$ cat config.mk
export PLATFORM = sky130hd
export DESIGN_NAME = shake256_seeder
export DESIGN_NICKNAME = d
export VERILOG_FILES = /design/src/rtl/shake256_seeder.sv
export SDC_FILE = /design/constraint.sdc
export NUM_CORES = 1
export LEC_CHECK = 0
export ABC_AREA = 0
export CAP_MARGIN = 20
export CORE_MARGIN = 5
export CORE_UTILIZATION = 52
export CTS_CLUSTER_DIAMETER = 120
export DETAILED_ROUTE_END_ITERATION = 10
export PLACE_DENSITY = 0.82
export SYNTH_ARGS = -nofsm -noshare
export SYNTH_HDL_FRONTEND = slang
export SYNTH_SLANG_ARGS = --single-unit
$ cat constraint.sdc
create_clock -name clk -period 3.4 [get_ports clk]
set_input_delay 0.85 -clock clk [delete_from_list [all_inputs] [get_ports clk]]
set_output_delay 0.85 -clock clk [all_outputs]
set_load 0.02 [all_outputs]
$ cat src/rtl/shake256_seeder.sv
// SHAKE256 seeding sequencer: sends length headers and seed words into keccak_top,
// then returns the requested number of byte-reversed result words to the consumer.
//
// state   | meaning
// IDLE    | waiting for start
// HDR_OUT | sending output-length header {4'h4, out_bits}
// HDR_IN  | sending input-length header {4'h8, in_bits}
// DATA    | passing seed words from host to keccak din
// COLLECT | passing keccak dout words to the result stream
// FINISH  | done pulse, back to IDLE
module shake256_seeder (
    input  logic        clk,
    input  logic        rst_n,
    input  logic        start,
    input  logic [27:0] in_bits,
    input  logic [27:0] out_bits,
    input  logic        abort,
    output logic        busy,
    output logic        done,
    input  logic        seed_valid,
    output logic        seed_ready,
    input  logic [31:0] seed_data,
    output logic        k_din_valid,
    input  logic        k_din_ready,
    output logic [31:0] k_din,
    input  logic        k_dout_valid,
    output logic        k_dout_ready,
    input  logic [31:0] k_dout,
    output logic        k_force_done,
    output logic        res_valid,
    input  logic        res_ready,
    output logic [31:0] res_data
);

    typedef enum logic [2:0] {
        IDLE    = 3'd0,
        HDR_OUT = 3'd1,
        HDR_IN  = 3'd2,
        DATA    = 3'd3,
        COLLECT = 3'd4,
        FINISH  = 3'd5
    } state_t;

    state_t      state;
    logic [27:0] in_bits_q;
    logic [27:0] out_bits_q;
    logic [23:0] in_words;
    logic [23:0] out_words;
    logic [23:0] cnt;
    logic [28:0] in_sum;
    logic [28:0] out_sum;
    logic        din_hs;
    logic        res_hs;

    assign in_sum  = {1'b0, in_bits} + 29'd31;
    assign out_sum = {1'b0, out_bits} + 29'd31;
    assign din_hs  = k_din_valid & k_din_ready;
    assign res_hs  = res_valid & res_ready;

    // Stream steering; abort masks every valid/ready so no handshake lands that cycle.
    always_comb begin
        k_din        = 32'h0;
        k_din_valid  = 1'b0;
        seed_ready   = 1'b0;
        res_valid    = 1'b0;
        k_dout_ready = 1'b0;
        res_data     = 32'h0;
        case (state)
            HDR_OUT: begin
                k_din       = {4'h4, out_bits_q};
                k_din_valid = ~abort;
            end
            HDR_IN: begin
                k_din       = {4'h8, in_bits_q};
                k_din_valid = ~abort;
            end
            DATA: begin
                k_din       = seed_data;
                k_din_valid = seed_valid & ~abort;
                seed_ready  = k_din_ready & ~abort;
            end
            COLLECT: begin
                res_valid    = k_dout_valid & ~abort;
                k_dout_ready = res_ready & ~abort;
                res_data     = {k_dout[7:0], k_dout[15:8], k_dout[23:16], k_dout[31:24]};
            end
            default: ;
        endcase
    end

    always_ff @(posedge clk or negedge rst_n) begin
        if (!rst_n) begin
            state        <= IDLE;
            in_bits_q    <= 28'h0;
            out_bits_q   <= 28'h0;
            in_words     <= 24'h0;
            out_words    <= 24'h0;
            cnt          <= 24'h0;
            busy         <= 1'b0;
            done         <= 1'b0;
            k_force_done <= 1'b0;
        end else begin
            done         <= 1'b0;
            k_force_done <= 1'b0;
            if (abort && state != IDLE) begin
                state        <= IDLE;
                busy         <= 1'b0;
                cnt          <= 24'h0;
                k_force_done <= 1'b1;
            end else begin
                case (state)
                    IDLE: begin
                        if (start) begin
                            in_bits_q  <= in_bits;
                            out_bits_q <= out_bits;
                            in_words   <= in_sum[28:5];
                            out_words  <= out_sum[28:5];
                            cnt        <= 24'h0;
                            busy       <= 1'b1;
                            state      <= HDR_OUT;
                        end
                    end
                    HDR_OUT: begin
                        if (din_hs) state <= HDR_IN;
                    end
                    HDR_IN: begin
                        if (din_hs) begin
                            if (in_words != 24'h0) begin
                                state <= DATA;
                            end else if (out_words != 24'h0) begin
                                state <= COLLECT;
                            end else begin
                                state <= FINISH;
                                done  <= 1'b1;
                            end
                        end
                    end
                    DATA: begin
                        if (din_hs) begin
                            if (cnt == in_words - 24'd1) begin
                                cnt <= 24'h0;
                                if (out_words != 24'h0) begin
                                    state <= COLLECT;
                                end else begin
                                    state <= FINISH;
                                    done  <= 1'b1;
                                end
                            end else begin
                                cnt <= cnt + 24'd1;
                            end
                        end
                    end
                    COLLECT: begin
                        if (res_hs) begin
                            if (cnt == out_words - 24'd1) begin
                                cnt   <= 24'h0;
                                state <= FINISH;
                                done  <= 1'b1;
                            end else begin
                                cnt <= cnt + 24'd1;
                            end
                        end
                    end
                    FINISH: begin
                        state <= IDLE;
                        busy  <= 1'b0;
                    end
                    default: begin
                        state <= IDLE;
                        busy  <= 1'b0;
                    end
                endcase
            end
        end
    end

endmodule

Yosys cells after proc, flatten, opt, wreduce, memory -nomap -nowiden
Cells that the tools add are included.
W data, S select, Z words.
{"block": "op_classes", "n_addsub": 5, "eq_ne": 14, "muxes": 37, "n_bitwise": 8, "n_reduce_logical": 12}
{"cell": "$mux W24", "n": 6}
{"cell": "$pmux W32 S3", "n": 1}
{"cell": "$pmux W24 S3", "n": 1}
{"cell": "$add A28 B5 Y29 const B", "n": 2}
{"cell": "$eq A24 B24 Y1", "n": 2}
{"cell": "$reduce_bool A24 Y1", "n": 2}
{"cell": "$sub A24 B1 Y24 const B", "n": 2}
{"cell": "$mux W32", "n": 1}
{"cell": "$mux W3", "n": 9}
{"cell": "$add A24 B1 Y24 const B", "n": 1}
{"cell": "$ne A3 B3 Y1 const B", "n": 7}
{"cell": "$mux W1", "n": 15}
{"cell": "$pmux W3 S5", "n": 1}
{"cell": "$reduce_and A7 Y1", "n": 1}
{"cell": "$and A1 B1 Y1", "n": 6}
{"cell": "$eq A3 B2 Y1 const B", "n": 2}
{"cell": "$pmux W1 S2", "n": 2}
{"cell": "$reduce_and A4 Y1", "n": 1}
{"cell": "$reduce_bool A4 Y1", "n": 1}
{"cell": "$reduce_or A4 Y1", "n": 1}
{"cell": "$eq A3 B1 Y1 const B", "n": 1}
{"cell": "$eq A3 B3 Y1 const B", "n": 1}
{"cell": "$logic_not A3 Y1", "n": 1}
{"cell": "$pmux W1 S3", "n": 1}
{"cell": "other kinds (7)", "n": 8}
{"block": "totals", "regBits": 134, "in_bits": 128, "out_inout_bits": 71, "wordCells": 85}

Logic depth before layout (Yosys ltp)
{"block": "logic_depth", "depth_word": 7, "ltp_mapped": 14, "mapped_depth_nobuf": 11}

Worst setup path after synthesis
OpenSTA, ideal clock, no wires.
{"block": "synth_path", "path_kind": "input -> register", "startpoint": "input out_bits[4]", "endpoint": "register out_words[20]", "setup_time_ps": 125, "arrival_time_ps": 3267, "required_ps": 3275, "slack_ps": 9, "path_stages": 9, "path_buffers": 0, "path_cell_list": "nor4_1 a2111oi_2 nand4_1 nor4_1 nand4_1 nor4_1 nand2_1 xnor2_1 mux2_2"}
{"block": "synth_via", "elab_chain_len": 1}
{"element": "start, declared", "line": "16", "text": "input logic [27:0] out_bits,"}
{"element": "$add A28 B5 Y29", "line": "56", "text": "assign out_sum = {1'b0, out_bits} + 29'd31;"}
{"element": "end signal, assigned", "line": "117", "text": "out_words <= out_sum[28:5];"}
{"element": "end, declared", "line": "48", "text": "logic [23:0] out_words;"}
Every way passes these cells.
A chain may end at the register's enable or synchronous reset.

Final worst setup path
{"block": "layout_path", "startpoint": "register state[1]", "endpoint": "output res_valid"}
{"block": "layout_via", "elab_chain_len": 2}
{"element": "start, declared", "line": "44", "text": "state_t state;"}
{"element": "start signal, assigned", "line": "93", "text": "state <= IDLE;"}
{"element": "start signal, assigned", "line": "106", "text": "state <= IDLE;"}
{"element": "start signal, assigned", "line": "120", "text": "state <= HDR_OUT;"}
{"element": "$eq A3 B3 Y1", "line": "68", "text": "case (state)"}
{"element": "$mux W1", "line": "68"}
{"element": "end, declared", "line": "30", "text": "output logic res_valid,"}
Every way passes these cells.

==> impl_metrics.ini <==
[layout]
multiInputGateArea_sq_um = 5150
antenna_cells = 0
drive_above_1_share = 0.112
utilization = 0.730
fill_cells = 1164
register_area_sq_um = 3350
layout.cells.non_filler = 1542
layout.nets = 1441
fin_area_sq_um = 12100
area_growth_pct = 36.9

[timing]
setup_tns_ns = 0
hold_viol_final = 0
slew_headroom = 0.559
setup_violations = 0
max_freq_mhz = 301
final.period_utilization = 0.977
drv_slew = 0
tightestPinTransition_ns = 0.662
fin_crit_ns = 3.32
fin_worst_skew_ns = 0.00979

[floorplanning]
pin_count = 199
num_rows = 47
die_h_microns = 141
core-area_sq_um = 16600
die_area_sq_um = 19800
die_x_microns = 141
start_util = 0.533

[hold_path]
hp-class = input port to asynchronous set/reset pin

[detailed_routing]
routed_via_density = 5.77
wire_per_inst_microns = 19.1
drc = 0
wl_mm = 29.5
antenna_left = 0
vias = 8891
drt_iter0_markers = 863
firstDrtPassIters = 6

[logic_synthesis]
synth-seq-cells = 134
yosysWarnings = 0
synth-main-ff-cell = dfrtp_1
synth_edf_count = 0
netlist-cell-type-count = 63
yosysSeqAreaShare = 0.378
synth-async-reset-ratio = 1.00
syn_nets = 1227
avgSynthCellArea_sq_um = 8.10
syn_area_sq_um = 8870
synth_cells = 1095

[worst_setup_path]
crit_fanout = 9
worstPathRequired_ns = 2.55
worstSetupPathType = register to output pin
cp-end-kind = output pin
critPathLaunchType = register
crit_arrival_ns = 2.47

[power]
internal-power_mw = 5.59
combPwrFrac = 0.476
ir_drop_uv = 554
pwr_density_cell_nw_per_um2 = 782
switchingPower_mw = 3.91
power.leakage_nw = 5.42
p_seq_frac = 0.299
pwr-share-clk = 0.225
swShare = 0.412

[global_routing]
grt_max_degree = 68
overflow = 0
antenna_found_initial = 0
use_met1 = 0.387
grt_usage = 0.295
grt_pass1_wl_mm = 46.6
busiest_layer = met2
first_global_vias = 8697
grtUsageMet2 = 0.466
use_met3 = 0.0789

[placement]
dp_cells = 1510
hpwl_mm = 22.3
placed_area_sq_um = 11400
gp_congestion = 0.943
portBuffers = 198

[clock_tree]
worst_skew_pair.late_latency_ns = 0.43
clk_pin_slew_worst_paths_ns = 0.06
cts_tree = built
cts-root-buf = clkbuf_16
cts-root-to-sink-buffers = 2
cts_sinks = 134
htreeDepth = 4
holdBufCountCts = 0
numCtsBuffers = 17

[job]
maxCapViolations = 0

[status]
status = completed
-- registers in the layout (all words and copies together) (netlist names) --
| signal | count |
|---|---|
| busy | 1 |
| cnt | 24 |
| done | 1 |
| in_bits_q | 28 |
| in_words | 24 |
| k_force_done | 1 |
| out_bits_q | 28 |
| out_words | 24 |
| state | 3 |
-- critical path: stages, from the launching register on --
cell	delay (ns)
dfrtp_1	0.46
buf_4	0.20
or2_2	0.36
nor3_1	0.26
and2_1	0.17
clkdlybuf4s50_1	0.60
-- final timing paths --
path | from | to | slack [ns] | cells past startpoint
min in group clk | out_bits_q[26]$_DFFE_PN0P_ | out_bits_q[26]$_DFFE_PN0P_ | 0.48 | 2
worst max register to register | out_words[0]$_DFFE_PN0P_ | state[0]$_DFFE_PN0P_ | 0.13 | 11
worst min-delay path | rst_n | in_words[15]$_DFFE_PN0P_ | 0.39 | 1
worst max-delay path | state[1]$_DFFE_PN0P_ | res_valid | 0.08 | 5
worst min register to register | out_bits_q[26]$_DFFE_PN0P_ | out_bits_q[26]$_DFFE_PN0P_ | 0.48 | 2
max in group asynchronous | rst_n | in_words[23]$_DFFE_PN0P_ | 2.08 | 2
-- area by class of cell --
type | instances | share of cell area
clock buffers | 19 | 0.0365
flip-flops and latches | 134 | 0.276
well taps | 220 | 0.0227
inverters | 32 | 0.00989
repair buffers | 267 | 0.211
multi-input cells | 857 | 0.424
clock inverters | 13 | 0.0198
-- repair_timing --
item | CTS | global route
resized for setup | 0 | 10
setup endpoints to repair | 0 | 33
buffers inserted | 0 | 0
-- logic make-up after synthesis --
| kind of cell | after synthesis | share of synthesized area |
|---|---|---|
| AOI/OAI and AO/OA | 170 | 0.126 |
| xor gates and xnor gates | 125 | 0.123 |
| adders and majority gates | 4 | 0.00564 |
| buffers and inverters | 104 | 0.0480 |
| DFF | 134 | 0.378 |
| muxes | 31 | 0.0392 |
| and+or+nand+nor | 527 | 0.280 |
-- cell usage after synthesis, drive strengths merged, types with 27 or more instances --
library cell | n | share of area
and3 | 43 | 0.030
a22oi | 31 | 0.026
dfrtp | 134 | 0.38
xnor2 | 66 | 0.065
inv | 32 | 0.014
o21ai | 65 | 0.037
nand2 | 232 | 0.098
mux2 | 30 | 0.038
xor2 | 59 | 0.058
nor2 | 90 | 0.038
nand3 | 27 | 0.015
clkbuf | 60 | 0.025
nor3 | 27 | 0.015
-- cells in the final DEF, fill, tap and decap left out, types with 9 or more instances in the layout --
cell             count
nand2_1            231
clkdlybuf4s50_1    196
dfrtp_1            133
nor2_1              90
xnor2_1             66
o21ai_0             65
buf_4               64
xor2_1              59
and3_1              42
inv_1               32
a22oi_1             31
mux2_2              29
nor3_1              27
nand3_1             27
a21oi_1             21
nand4_1             20
nor4_1              18
clkbuf_16           17
or3_1               14
and2_1               9
or4_1                9
-- layer usage --
| layer | vias up | share of wire |
|---|---|---|
| met5 | - | 0 |
| met4 | 0 | 0.038 |
| met3 | 78 | 0.088 |
| met2 | 385 | 0.47 |
| met1 | 4219 | 0.41 |
| li1 | 4209 | - |
-- power by group through the flow --
stage	combinational, mW	sequential [mW]	clock, mW
after floorplan	2.85	2.60	0
after global placement	4.33	2.80	0
after detailed placement	4.41	2.81	0
after CTS	4.48	2.80	2.15
after global routing	4.95	2.89	2.23
final	4.52	2.84	2.14
-- metrics by stage --
step,worst slack (ns),hold WS [ns],total power [mW]
after floorplan,0.00864,0.442,5.45
after global placement,-0.380,0.454,7.12
after detailed placement,-0.399,0.468,7.22
after CTS,0.0403,0.435,9.43
after global routing,-0.000245,0.465,10.1
final,0.0781,0.394,9.50
Power figures use the tool's default switching activity.
